$ cat src/rtl/regfile_write_arbiter.sv
// regfile_write_arbiter
//   Round-robin arbiter that shares the single write port of the register bank
//   between NUM_REQ write-back requesters. The granted address is decoded into
//   one-hot per-register write enables, and the write data is broadcast to
//   every register input. The write stage is registered (1-cycle latency).
//
// Ports
//   clk       : clock, all state updates on the rising edge
//   reset     : synchronous, active-low reset
//   req       : [NUM_REQ]        per-requester write request
//   req_addr  : [NUM_REQ*ADDR_W] packed addresses, requester i at [i*ADDR_W +: ADDR_W]
//   req_data  : [NUM_REQ*DATA_W] packed data, requester i at [i*DATA_W +: DATA_W]
//   gnt       : [NUM_REQ]        one-hot grant, combinational, forced 0 in reset
//   wr_en     : [NUM_REGS]       registered one-hot register write enables
//   wr_data   : [DATA_W]         registered write data to all registers
//   wr_addr   : [ADDR_W]         registered address of the current write
//   err_drop  : registered one-cycle pulse when a granted write was discarded
module regfile_write_arbiter #(
  parameter int NUM_REQ  = 3,
  parameter int NUM_REGS = 16,
  parameter int ADDR_W   = 4,
  parameter int DATA_W   = 32,
  parameter int ZERO_RO  = 1
) (
  input  logic                        clk,
  input  logic                        reset,
  input  logic [NUM_REQ-1:0]          req,
  input  logic [NUM_REQ*ADDR_W-1:0]   req_addr,
  input  logic [NUM_REQ*DATA_W-1:0]   req_data,
  output logic [NUM_REQ-1:0]          gnt,
  output logic [NUM_REGS-1:0]         wr_en,
  output logic [DATA_W-1:0]           wr_data,
  output logic [ADDR_W-1:0]           wr_addr,
  output logic                        err_drop
);

  localparam int PTR_W = $clog2(NUM_REQ);

  logic [PTR_W-1:0]    r_ptr;
  logic [NUM_REGS-1:0] r_wr_en;
  logic [DATA_W-1:0]   r_wr_data;
  logic [ADDR_W-1:0]   r_wr_addr;
  logic                r_err_drop;

  logic                w_found;
  logic [PTR_W-1:0]    w_gnt_idx;
  logic [PTR_W-1:0]    w_sel;
  logic [NUM_REQ-1:0]  w_gnt;
  logic [ADDR_W-1:0]   w_addr;
  logic [DATA_W-1:0]   w_data;
  logic                w_drop;
  logic [NUM_REGS-1:0] w_onehot;

  // Scan from r_ptr upward, wrapping modulo NUM_REQ; first requester wins.
  always_comb begin
    w_found   = 1'b0;
    w_gnt_idx = '0;
    w_sel     = '0;
    w_gnt     = '0;
    for (int unsigned k = 0; k < NUM_REQ; k++) begin
      w_sel = PTR_W'((32'(r_ptr) + k) % NUM_REQ);
      if (!w_found && req[w_sel]) begin
        w_found   = 1'b1;
        w_gnt_idx = w_sel;
      end
    end
    if (!reset) begin
      w_found = 1'b0;
    end
    if (w_found) begin
      w_gnt[w_gnt_idx] = 1'b1;
    end
  end

  // Select the granted requester's address and data.
  always_comb begin
    w_addr = '0;
    w_data = '0;
    for (int unsigned i = 0; i < NUM_REQ; i++) begin
      if (w_gnt[i]) begin
        w_addr = req_addr[i*ADDR_W +: ADDR_W];
        w_data = req_data[i*DATA_W +: DATA_W];
      end
    end
  end

  // Writes to a read-only register 0 or past the end of the bank are dropped;
  // the grant is still consumed.
  always_comb begin
    w_drop   = ((ZERO_RO != 0) && (w_addr == '0)) || (32'(w_addr) >= NUM_REGS);
    w_onehot = '0;
    for (int unsigned r = 0; r < NUM_REGS; r++) begin
      w_onehot[r] = !w_drop && (32'(w_addr) == r);
    end
  end

  always_ff @(posedge clk) begin
    if (!reset) begin
      r_ptr      <= '0;
      r_wr_en    <= '0;
      r_wr_data  <= '0;
      r_wr_addr  <= '0;
      r_err_drop <= 1'b0;
    end else if (w_found) begin
      r_ptr      <= (w_gnt_idx == PTR_W'(NUM_REQ - 1)) ? '0 : w_gnt_idx + 1'b1;
      r_wr_en    <= w_onehot;
      r_wr_data  <= w_data;
      r_wr_addr  <= w_addr;
      r_err_drop <= w_drop;
    end else begin
      r_wr_en    <= '0;
      r_err_drop <= 1'b0;
    end
  end

  assign gnt      = w_gnt;
  assign wr_en    = r_wr_en;
  assign wr_data  = r_wr_data;
  assign wr_addr  = r_wr_addr;
  assign err_drop = r_err_drop;

endmodule

$ cat config.mk
export PLATFORM = sky130hd
export DESIGN_NAME = regfile_write_arbiter
export DESIGN_NICKNAME = d
export VERILOG_FILES = /design/src/rtl/regfile_write_arbiter.sv
export SDC_FILE = /design/constraint.sdc
export NUM_CORES = 1
export LEC_CHECK = 0
export ABC_AREA = 1
export CORE_MARGIN = 1.5
export CORE_UTILIZATION = 35
export DETAILED_ROUTE_END_ITERATION = 12
export GPL_TIMING_DRIVEN = 0
export PLACE_DENSITY_LB_ADDON = 0.08
export RECOVER_POWER = 50
export SYNTH_ARGS = -nofsm -noshare
export SYNTH_HDL_FRONTEND = slang
export SYNTH_SLANG_ARGS = --single-unit
$ cat constraint.sdc
create_clock -name clk -period 2.29 [get_ports clk]
set_input_delay 0.229 -clock clk [delete_from_list [all_inputs] [get_ports clk]]
set_output_delay 0.229 -clock clk [all_outputs]
set_load 0.1 [all_outputs]
==> flow_summary_export.csv <==
group,metric,value,unit
global_routing,overflow,0,
final_layout,final_cell_mix,"clkdlybuf4s50_1, nand2_1, dfxtp_1",
sta,hold_viol_final,0,
synthesis,ys_ff_latch,54,
global_routing,grt_first_pass_wirelength,12300,um
sta,rsz0062_at_grt,"true",
detailed_routing,drt_iter0_markers,110,
critical_path,worst-path-max-fanout,5,
detailed_routing,final_antenna_net_count,0,
placed_design,port_buffers,167,
critical_path,crit_cells,13,
final_layout,finalNetCount,651,
critical_path,cp_num_buf_inv,4,
synthesis,ys_seq_area_share,44.44,%
final_layout,area_growth,91.05,%
sta,tightest_slew,1008,ps
critical_path,arrival,2050,ps
critical_path,rr_worst_depth,16,
detailed_routing,post_drt_wl_per_cell,13.23,um
placed_design,post-dp-hpwl,5936,um
clock_tree,clk_pin_slew_worst_paths,110,ps
detailed_routing,drc,0,
global_routing,grt.total_usage,20.84,%
clock_tree,insertion_delay,320,ps
critical_path,max_stage_delay,350,ps
sta,fin_skew,12.06,ps
sta,fin_crit_sh,99.48,%
critical_path,setup.worst_path.start_class,"flip-flop",
floorplanning,die_h,86.37,um
synthesis,synth_cell_types,23,
outcome,status,"finished clean",
critical_path,critPathTopFamily,"simple AND/OR/NAND/NOR gates",
synthesis,synth_warnings,0,
sta,maxSlewHeadroom,32.56,%
detailed_routing,wl,8163,um
power,leakagePower,1.936,nW
power,vdd_ir_drop_max,778.9,uV
sta,fmax,439.0,MHz
global_routing,grt_pass1_vias,2686,
global_routing,antenna_found_initial,0,
sta,setup_ws,11.89,ps
clock_tree,clockBufferDepth,2,
run,drv_cap,0,
floorplanning,num_io_pins,169,
clock_tree,cts.sinks,54,
floorplanning,die_w,86.37,um
final_layout,diodes,0,
clock_tree,cts_buffers,5,
hold_path,worstHoldPathCells,2,
critical_path,path_cells,"inv_2 -> ha_4 -> nand2_1 -> nand2_2 -> nand2_2 -> nand2_2 -> nor2_4 -> nand2_4 -> nand2_8 -> buf_6 -> nor2_8 -> buf_8 -> buf_12",
critical_path,critPathRequiredTime,2060,ps
synthesis,synth_area,0.002432,mm2
critical_path,setup.worst_path.class,"flip-flop to output port",
floorplanning,core-area,0.006756,mm2
critical_path,cpMaxStageDelayCell,"dfxtp_2",
synthesis,ys.flop_type,"dfxtp_1",
detailed_routing,firstDrtPassIters,5,
placed_design,dpl_cell_area,0.004204,mm2
placed_design,routabilityCongestion,0.7696,
global_routing,grt_max_degree,19,
sta,period_needed,2278,ps
sta,whs,455.8,ps
sta,maxSlewViolCount,0,
critical_path,path_common_cell,"nand2_2",
final_layout,final_core_util,68.78,%
placed_design,dpl_worst_slack,-1057,ps
detailed_routing,num_vias,2916,
critical_path,worstSetupEndpointType,"output port",
floorplanning,start_util,36.00,%
critical_path,startpoint,"r_ptr[0]",
floorplanning,die-area,0.007459,mm2
sta,setup_viol,0,
clock_tree,cts_hold_buf,0,
final_layout,mostFrequentLayoutCell,"clkdlybuf4s50_1",
synthesis,synth_edf_count,0,
hold_path,hold_class,"flip-flop to flip-flop",
hold_path,min-delay-start,"wr_addr[0]",
clock_tree,cts_tree,"built",
clock_tree,cts_root_buf,"clkbuf_8",
final_layout,drive_gt1_share,18.44,%
synthesis,async_flop_share,0,%
critical_path,timing.rr.start,"r_ptr[0]",
floorplanning,num_rows,30,
final_layout,postLayoutCellArea,0.004647,mm2
synthesis,synth_nets,458,
clock_tree,ctsHtreeMaxLevel,2,
synthesis,synthCells,343,
detailed_routing,drt-vias-per-instance,4.726,
power,powerDensity,1633,mW/mm2
synthesis,synth.avg_cell_area,7.091,um2
==> layer usage <==
| metal | wire length, um | global-route usage (%) | vias up | share of wire, % |
|---|---|---|---|---|
| met4 | 208 | 7.625 | 0 | 2.5 |
| met3 | 684 | 6.000 | 18 | 8.4 |
| li1 | - | - | 1473 | - |
| met5 | 0 | 0 | - | 0 |
| met2 | 4050 | 36.01 | 129 | 50 |
| met1 | 3219 | 24.50 | 1296 | 39 |
==> tightest hold or removal path: stages (launching register included) <==
cell     delay, ps
dfxtp_1        320
nand2_1         60
nand2_1         40
==> synthesized netlist by cell type, types with 2 or more instances <==
cell type,instances,share of area (%)
nand2_2,7,1.8
buf_2,12,2.5
ha_1,2,1.0
nor2_1,19,2.9
inv_1,15,2.3
nand3_1,15,3.1
nor2_4,2,0.93
nand3b_4,2,1.6
dfxtp_1,54,44
nand2_1,161,25
nand4_1,33,8.5
inv_2,8,1.2
o21ai_0,2,0.41
nand3_2,2,0.82
==> path summary, 6_finish.rpt <==
| path | endpoint | slack [ps] |
|---|---|---|
| setup / recovery | gnt[1] | 10 |
| hold / removal | wr_addr[0] | 460 |
| setup reg to reg | err_drop | 110 |
| hold reg to reg | wr_addr[0] | 460 |
==> registers in the layout, indices dropped and copies added (netlist names) <==
name and count:
wr_addr 4, r_ptr 2, wr_data 32, wr_en 15, err_drop 1
==> report_power, final <==
group	internal, mW	leakage (nW)	switching (mW)	total, mW
Clock	0.222	0.0447	0.340	0.562
Combinational	1.66	1.44	3.95	5.61
Sequential	1.28	0.446	0.139	1.42
Total	3.16	1.94	4.43	7.59
==> what timing repair did <==
action | in CTS | in global routing
gates resized for setup | 52 | 33
pin swaps | 9 | 18
setup endpoints to repair | 3 | 22
setup buffers | 11 | 10
==> cells by family after synthesis <==
group	count (synthesis)	synth area share, %
other cells	1	0.1542
flops	54	44.44
fa+ha+maj	2	1.029
compound gates	4	0.8745
buf+inv	37	6.585
simple gates	245	46.91
==> through the flow <==
stage          instances  TNS, ps  total power, mW
5_1_grt              617   -95.69            7.968
3_3_place_gp         590    -3017            6.311
4_1_cts              609   -68.53            7.339
6_report             617        0            7.590
3_5_place_dp         590    -3073            6.350
2_1_floorplan        343        0            5.151
==> layout make-up <==
type,instances,area (um2)
Buffer,11,67.56
Clock buffer,5,68.82
Clock inverter,3,25.02
Fill cell,577,2110
Inverter,24,120.1
Multi-Input combinational cell,252,1319
Sequential cell,54,1084
Tap cell,80,100.1
Timing Repair Buffer,188,1863
Note: power is estimated with default switching activity, not from simulation.
